`src/rtl/clock_pkg.sv`:
```
// Shared time-of-day types and limits for the time keeper, alarm comparator and display mux.
package clock_pkg;

  typedef logic [3:0] bcd_t;

  localparam int unsigned SEC_MAX  = 59;
  localparam int unsigned MIN_MAX  = 59;
  localparam int unsigned HR24_MAX = 23;
  localparam int unsigned HR12_MIN = 1;
  localparam int unsigned HR12_MAX = 12;

  // Binary 0..99 to packed {tens, ones} BCD.
  function automatic logic [7:0] to_bcd2(input logic [7:0] v);
    logic [7:0] t;
    logic [7:0] o;
    t = v / 8'd10;
    o = v % 8'd10;
    return {t[3:0], o[3:0]};
  endfunction

endpackage

```
`src/rtl/bcd2_counter.sv`:
```
// Two-digit BCD counter wrapping at MAX; carry_out fires on the increment that wraps MAX -> 00.
module bcd2_counter
  import clock_pkg::*;
#(
  parameter int unsigned MAX = 59
) (
  input  logic clk,
  input  logic rst,
  input  logic inc,
  input  logic clr,
  output bcd_t tens,
  output bcd_t ones,
  output logic carry_out
);

  localparam bcd_t TensMax = 4'(MAX / 10);
  localparam bcd_t OnesMax = 4'(MAX % 10);

  logic at_max;
  logic illegal;
  bcd_t tens_d;
  bcd_t ones_d;

  always_comb begin
    at_max    = (tens == TensMax) && (ones == OnesMax);
    illegal   = (ones > 4'd9) || (tens > TensMax) || ((tens == TensMax) && (ones > OnesMax));
    carry_out = inc & ~clr & at_max;
    tens_d    = tens;
    ones_d    = ones;
    if (clr) begin
      tens_d = '0;
      ones_d = '0;
    end else if (inc) begin
      // Corrupted values fall back to 00 rather than counting on from garbage.
      if (at_max || illegal) begin
        tens_d = '0;
        ones_d = '0;
      end else if (ones == 4'd9) begin
        tens_d = tens + 4'd1;
        ones_d = '0;
      end else begin
        ones_d = ones + 4'd1;
      end
    end
  end

  always_ff @(posedge clk or posedge rst) begin
    if (rst) begin
      tens <= '0;
      ones <= '0;
    end else begin
      tens <= tens_d;
      ones <= ones_d;
    end
  end

endmodule

```
`src/rtl/time_keeper.sv`:
```
// BCD hh:mm:ss time-of-day counter advanced by rising edges of a 1 Hz square wave,
// with a button-driven set mode and optional 12-hour display with AM/PM.
module time_keeper
  import clock_pkg::*;
#(
  parameter bit TWELVE_HR = 1'b0
) (
  input  logic clk,
  input  logic rst,
  input  logic tick_in,
  input  logic set_en,
  input  logic inc_min,
  input  logic inc_hr,
  input  logic clr_sec,
  output bcd_t hr_t,
  output bcd_t hr_o,
  output bcd_t min_t,
  output bcd_t min_o,
  output bcd_t sec_t,
  output bcd_t sec_o,
  output logic pm,
  output logic sec_pulse,
  output logic day_wrap
);

  localparam bcd_t       HrRstT = TWELVE_HR ? 4'd1 : 4'd0;
  localparam bcd_t       HrRstO = TWELVE_HR ? 4'd2 : 4'd0;
  localparam logic [7:0] Hr24Max = 8'(HR24_MAX);
  localparam logic [7:0] Hr12Min = 8'(HR12_MIN);
  localparam logic [7:0] Hr12Max = 8'(HR12_MAX);

  logic       tick_q;
  logic       tick;
  logic       run_tick;
  logic       sec_carry;
  logic       min_carry;
  logic       min_inc;
  logic       hr_inc;
  logic       hr_ok;
  logic [7:0] hr_val;
  logic [7:0] hr_nxt;
  bcd_t       hr_t_d;
  bcd_t       hr_o_d;
  logic       pm_d;
  logic       wrap_d;

  assign tick     = tick_in & ~tick_q;
  assign run_tick = tick & ~set_en;
  // Set-mode minute bumps must not carry into hours.
  assign min_inc  = (~set_en & sec_carry) | (set_en & inc_min);
  assign hr_inc   = (~set_en & min_carry) | (set_en & inc_hr);

  bcd2_counter #(
    .MAX (SEC_MAX)
  ) u_sec (
    .clk       (clk),
    .rst       (rst),
    .inc       (run_tick),
    .clr       (set_en & clr_sec),
    .tens      (sec_t),
    .ones      (sec_o),
    .carry_out (sec_carry)
  );

  bcd2_counter #(
    .MAX (MIN_MAX)
  ) u_min (
    .clk       (clk),
    .rst       (rst),
    .inc       (min_inc),
    .clr       (1'b0),
    .tens      (min_t),
    .ones      (min_o),
    .carry_out (min_carry)
  );

  always_comb begin
    hr_val = ({4'd0, hr_t} * 8'd10) + {4'd0, hr_o};
    hr_ok  = (hr_o <= 4'd9) && (hr_t <= 4'd2);
    hr_nxt = hr_val;
    pm_d   = pm;
    wrap_d = 1'b0;
    if (hr_inc) begin
      if (TWELVE_HR) begin
        // 12-hour mode recovers to 12 since 00 is not a displayable hour there.
        if (!hr_ok || (hr_val > Hr12Max) || (hr_val == 8'd0)) begin
          hr_nxt = Hr12Max;
        end else if (hr_val == Hr12Max) begin
          hr_nxt = Hr12Min;
        end else if (hr_val == Hr12Max - 8'd1) begin
          hr_nxt = Hr12Max;
          pm_d   = ~pm;
          wrap_d = ~set_en & pm;
        end else begin
          hr_nxt = hr_val + 8'd1;
        end
      end else begin
        if (!hr_ok || (hr_val >= Hr24Max)) begin
          hr_nxt = 8'd0;
          wrap_d = ~set_en & hr_ok & (hr_val == Hr24Max);
        end else begin
          hr_nxt = hr_val + 8'd1;
        end
      end
    end
    {hr_t_d, hr_o_d} = to_bcd2(hr_nxt);
  end

  always_ff @(posedge clk or posedge rst) begin
    if (rst) begin
      tick_q    <= 1'b0;
      hr_t      <= HrRstT;
      hr_o      <= HrRstO;
      pm        <= 1'b0;
      sec_pulse <= 1'b0;
      day_wrap  <= 1'b0;
    end else begin
      tick_q    <= tick_in;
      hr_t      <= hr_t_d;
      hr_o      <= hr_o_d;
      pm        <= pm_d;
      sec_pulse <= run_tick;
      day_wrap  <= wrap_d;
    end
  end

endmodule

```
`config.mk`:
```
export PLATFORM = sky130hd
export DESIGN_NAME = time_keeper
export DESIGN_NICKNAME = d
export VERILOG_FILES = /design/src/rtl/clock_pkg.sv /design/src/rtl/bcd2_counter.sv /design/src/rtl/time_keeper.sv
export SDC_FILE = /design/constraint.sdc
export NUM_CORES = 1
export LEC_CHECK = 0
export CORE_MARGIN = 3
export CORE_UTILIZATION = 51
export CTS_CLUSTER_DIAMETER = 80
export CTS_CLUSTER_SIZE = 25
export DETAILED_ROUTE_END_ITERATION = 8
export GPL_TIMING_DRIVEN = 1
export PLACE_DENSITY = 0.89
export SLEW_MARGIN = 25
export SYNTH_ARGS = -nofsm -noshare
export SYNTH_HDL_FRONTEND = slang
export SYNTH_SLANG_ARGS = --single-unit
```
`constraint.sdc`:
```
create_clock -name clk -period 4.6 [get_ports clk]
set_input_delay 0.92 -clock clk [delete_from_list [all_inputs] [get_ports clk]]
set_output_delay 0.92 -clock clk [all_outputs]
set_load 0.02 [all_outputs]
```
==> results of run 1 <==
[synth_stat cells (all sizes together), types with 2 or more instances]
cell / count
dfrtp: 27
nand2: 25
nor2: 25
o21ai: 24
inv: 21
a21oi: 19
ha: 15
nor3: 13
nand3: 10
a21o: 8
and2: 8
nand4: 8
xnor2: 8
buf: 7
nor2b: 7
o21a: 7
a211oi: 6
o211ai: 6
mux2i: 5
nand2b: 5
a2111oi: 4
clkbuf: 4
o22ai: 4
a21boi: 3
and3: 3
nand3b: 3
o21bai: 3
or2: 3
a211o: 2
a221oi: 2
a22oi: 2
a2bb2oi: 2
a31o: 2
a32o: 2
and4b: 2
fa: 2
nor3b: 2
o211a: 2
o221ai: 2
o311ai: 2
o31ai: 2
or3: 2
xor2: 2
[logic make-up (layout without fill, tap and decap cells)]
kind of cell               Yosys count  count (layout)  share of synthesized area
other                                1               1                    0.00139
AOI/OAI and AO/OA                  111             111                      0.299
adders and majority gates           18              18                     0.0883
buffers and inverters               32              90                     0.0525
muxes                                6               6                     0.0228
and+or+nand+nor                    118             118                      0.238
DFF                                 27              27                      0.251
xor gates and xnor gates            11              11                     0.0465
[cells in the final DEF, fill, tap and decap left out, drive strengths merged, types with 6 or more instances in the layout]
| cell | instances |
|---|---|
| a211oi | 6 |
| a21o | 8 |
| a21oi | 19 |
| and2 | 8 |
| buf | 33 |
| clkdlybuf4s50 | 32 |
| dfrtp | 27 |
| ha | 15 |
| inv | 21 |
| nand2 | 25 |
| nand3 | 10 |
| nand4 | 8 |
| nor2 | 25 |
| nor2b | 7 |
| nor3 | 13 |
| o211ai | 6 |
| o21a | 7 |
| o21ai | 24 |
| xnor2 | 8 |
[area by class of cell]
class | instances | area, µm² | share of cell area
clock inverter | 1 | 5.00 | 0.00143
clock buffer | 3 | 41.3 | 0.0118
sequential | 27 | 678 | 0.193
inverter | 21 | 78.8 | 0.0225
timing repair buffer | 65 | 568 | 0.162
multi-input combinational | 265 | 2050 | 0.585
tap | 67 | 83.8 | 0.0239
[metrics by stage]
stage / setup TNS [ps] / setup slack, ps / utilization / area [µm²]
final: 0 / 45.9 / 0.715 / 3510
after global routing: -65.9 / -65.9 / 0.715 / 3510
after CTS: 0 / 12.1 / 0.677 / 3330
after detailed placement: -112 / -112 / 0.660 / 3240
after global placement: 0 / 22.9 / 0.660 / 3240
after floorplan: 0 / 1.74 / - / 2700
[registers in the layout, indices dropped and copies added, names as in the netlist]
name	flops
hr_o	4
hr_t	4
u_min.ones	4
u_min.tens	4
u_sec.ones	4
u_sec.tens	4
day_wrap	1
sec_pulse	1
tick_q	1
[final timing paths]
kind                               from            end  slack [ps]  cells after the start
worst min-delay path            hr_o[0]        hr_o[0]         600                      1
min in group asynchronous           rst  u_sec.tens[1]        1010                      2
max in group asynchronous           rst        hr_t[1]        3180                      2
worst max-delay path            hr_t[0]        hr_o[3]          50                     19
worst max register to register  hr_t[0]        hr_o[3]          50                     19
worst min register to register  hr_o[0]        hr_o[0]         600                      1
[metal layers]
layer / vias to the layer above / global-route usage / part of all wire
met2: 127 / 0.421 / 0.49
met5: - / 0 / 0
li1: 1328 / - / -
met3: 40 / 0.0482 / 0.068
met4: 0 / 0.0629 / 0.032
met1: 1375 / 0.316 / 0.41
[repair_timing]
action / CTS / global route
buffers inserted: 1 / 6
resized for setup: 8 / 33
setup endpoints to repair: 1 / 2
pin swaps: 2 / 13
==> impl_metrics.ini, run 1 <==
[setup_path]
critPathLaunchType = flop
cpMaxStageDelayCell = fa_2
cp_slowest_stage_delay_ps = 490
path_max_fanout = 6
critPathCaptureType = flop
worstSetupPathType = flop to flop
critPathRequiredTime_ps = 4760
cp_top_family = compound AO/OA/AOI/OAI gates
arrival_ps = 4720
critPathBufInv = 2
crit_chain = ha_2 > inv_1 > fa_2 > nand3b_1 > o21bai_2 > nor2_4 > a21oi_1 > o221ai_2 > mux2_2 > a221oi_4 > nor2_2 > a21o_1 > mux2i_1 > ha_2 > inv_1 > and2_1 > o21a_1 > a211o_1 > a32o_1

[yosys]
synth_nets = 348
ys.flop_type = dfrtp_1
yosysUniqueCellTypes = 71
netlist_area_mm2 = 0.00269
synth_area_leaders = dfrtp_1, ha_1, o21ai_0, nand2_1, nor2_1
yosys.area.top_type_share = 0.251
synth_edf_count = 0
postSynthAreaPerCell_um2 = 8.31
synth_area_leader_cell = dfrtp_1
syn_inst = 324
ys_seq_area_frac = 0.251
ys_ff_latch = 27
synthArstFlopShare = 1.00
synth.yosys.warnings = 0

[route]
dr.pass1.iters = 7
wl_per_cell_um = 17.6
drt_iter0_drc = 321
ant_nets = 0
routed_wl_um = 7920
viasPerCell = 6.39
drc = 0
via_count = 2870

[global_routing]
overflow = 0
grt_pass1_wl_um = 12500
antenna_found_initial = 0
gr-usage-all-layers = 0.246
grt_pass1_vias = 2684
grt_max_degree = 28

[sta]
slew_violations = 0
finalHoldViolCount = 0
worst_pin_slew_ps = 718
whs_ps = 598
fmax_ghz = 0.220
finalSetupViolCount = 0
slew_headroom = 0.509
fin_worst_skew_ps = 2.53
period_minus_slack_ps = 4550
period_share = 0.990

[clock_network]
tritoncts = yes
cts_hold_buf = 0
clock-sinks = 27
clk_path_buf_depth = 2
path_clk_slew_ps = 90
ctsHtreeMaxLevel = 1
ctsRootBufferMaster = clkbuf_8
clkLatencyLatePin_ps = 270
cts_buffers = 3

[placement]
gp_congestion = 0.935
place_inst = 438
port_buffers = 32
hpwlAfterDp_um = 5600

[finish]
area_growth_pct = 30.4
drive_above_1_share = 0.233
fin_cells = 449
num_antenna_cells = 0
nets = 407
nFillCells = 341

[run]
maxCapViolations = 0

[die]
initial_core_util = 0.548
die-area_mm2 = 0.00619
die_y_um = 78.6
core_mm2 = 0.00491
ioPinCount = 34
rows = 25
die_w_um = 78.6

[hold_path]
holdCritPathClass = flop to flop

[status]
status = complete, no violations
Power of run 1 is not shown: default switching activity piles up to over one toggle a cycle in this logic, so the estimate is an artifact.
==> run 2: changes to the inputs <==
CORE_UTILIZATION = 61   (was 51)
PLACE_DENSITY = 0.95   (was 0.89)
clock period = 5.8 ns   (was 4.6 ns; I/O delays follow)
==> impl_metrics.ini, run 2 (synthesized netlist as in run 1, its figures left out) <==
[die]
rows = 23
ioPinCount = 34
core_mm2 = 0.00412
die_y_um = 72.4
die_w_um = 72.4
initial_core_util = 0.654
die-area_mm2 = 0.00525

[global_routing]
grt_pass1_vias = 2357
gr-usage-all-layers = 0.265
antenna_found_initial = 0
grt_pass1_wl_um = 11300
grt_max_degree = 28
overflow = 0

[finish]
final_common_cell = clkdlybuf4s50_1
drive_above_1_share = 0.0822
finalCoreUtilization = 0.752
num_antenna_cells = 0
area_growth_pct = 15.0
nets = 378
nFillCells = 314
mostFrequentLayoutCells = clkdlybuf4s50_1, dfrtp_1, nand2_1

[route]
drt_iter0_drc = 242
via_count = 2585
wl_per_cell_um = 16.5
ant_nets = 0
drc = 0
viasPerCell = 6.41
dr.pass1.iters = 4
routed_wl_um = 6660

[sta]
finalHoldViolCount = 0
slew_violations = 0
slew_headroom = 0.515
period_minus_slack_ps = 5200
grt_setup_unrepaired = false
fin_ws_ps = 601
worst_pin_slew_ps = 727
fmax_ghz = 0.192
setup_tns_ps = 0
finalSetupViolCount = 0
fin_worst_skew_ps = 4.55
period_share = 0.896
whs_ps = 494

[placement]
pre_cts_ws_ps = 403
hpwlAfterDp_um = 4970
port_buffers = 32
gp_congestion = 0.964

[setup_path]
cp_top_family = compound AO/OA/AOI/OAI gates
critPathRequiredTime_ps = 5980
arrival_ps = 5380
critPathCaptureType = flop
cpMaxStageDelayCell = fa_1
critPathLaunchType = flop
crit_top_cell = ha_1
crit_chain = ha_1 > ha_1 > inv_1 > fa_1 > nor2b_1 > nand4_1 > a211oi_1 > and4b_1 > nor2_2 > nor2_1 > a221oi_4 > nor2_1 > a21o_1 > mux2i_1 > ha_1 > inv_1 > and2_1 > o21a_1 > a211o_1 > a32o_1
worstSetupPathType = flop to flop
path_max_fanout = 9
cp_slowest_stage_delay_ps = 540
critPathBufInv = 2

[status]
status = complete, no violations

[clock_network]
path_clk_slew_ps = 100
clkLatencyLatePin_ps = 280
ctsHtreeMaxLevel = 1
cts_hold_buf = 0
clk_path_buf_depth = 2
clock-sinks = 27
cts_setup_buffers = 0
cts_buffers = 3
tritoncts = yes
ctsRootBufferMaster = clkbuf_8

[hold_path]
holdCritPathClass = flop to flop

[run]
maxCapViolations = 0
run 2: changes by cell type in the layout (fill, tap and decap cells not counted), sizes merged:
cell | before | now
buf | 33 | 4
clkinv | 1 | 0
inv | 21 | 22
run 2: final cells by class:
cell class                      count  area (µm²)  area share
Clock buffer                        3        41.3      0.0133
Timing Repair Buffer               36         350       0.113
Multi-Input combinational cell    265        1880       0.607
Inverter                           21        78.8      0.0255
Tap cell                           50        62.6      0.0202
Clock inverter                      1        8.76     0.00283
Sequential cell                    27         676       0.218
run 2: timing repair:
action,4_1_cts,5_1_grt
resized for setup,0,2
hold endpoints to repair,0,0
setup endpoints to repair,0,1
run 2: path summary, 6_finish.rpt:
path	from	to	slack, ps	cells past startpoint
max	hr_t[1]	hr_o[3]	600	20
min	tick_q	sec_pulse	490	1
max reg2reg	hr_t[1]	hr_o[3]	600	20
min reg2reg	tick_q	sec_pulse	490	1
max in group asynchronous	rst	day_wrap	4170	2
min in group asynchronous	rst	u_sec.tens[0]	1260	2
run 2: worst reg2reg max path, stage by stage (launching register included):
cell	delay, ps
dfrtp_1	480
ha_1	330
ha_1	210
inv_1	70
fa_1	540
nor2b_1	300
nand4_1	240
a211oi_1	340
and4b_1	270
nor2_2	210
nor2_1	110
a221oi_4	410
nor2_1	180
a21o_1	210
mux2i_1	140
ha_1	230
inv_1	90
and2_1	140
o21a_1	160
a211o_1	260
a32o_1	190
run 2: stage by stage:
step	area, µm²	instances
global placement	3040	399
detailed placement	3040	399
CTS	3090	403
floorplan	2690	324
global route	3090	403
finish	3090	403
run 2: routing by layer:
| layer | up-vias | track usage | part of all wire |
|---|---|---|---|
| met5 | - | 0 | 0 |
| li1 | 1267 | - | - |
| met3 | 6 | 0.0388 | 0.063 |
| met4 | 0 | 0.0451 | 0.0092 |
| met2 | 105 | 0.440 | 0.48 |
| met1 | 1207 | 0.373 | 0.45 |
Power of run 2 is left out for the same reason.
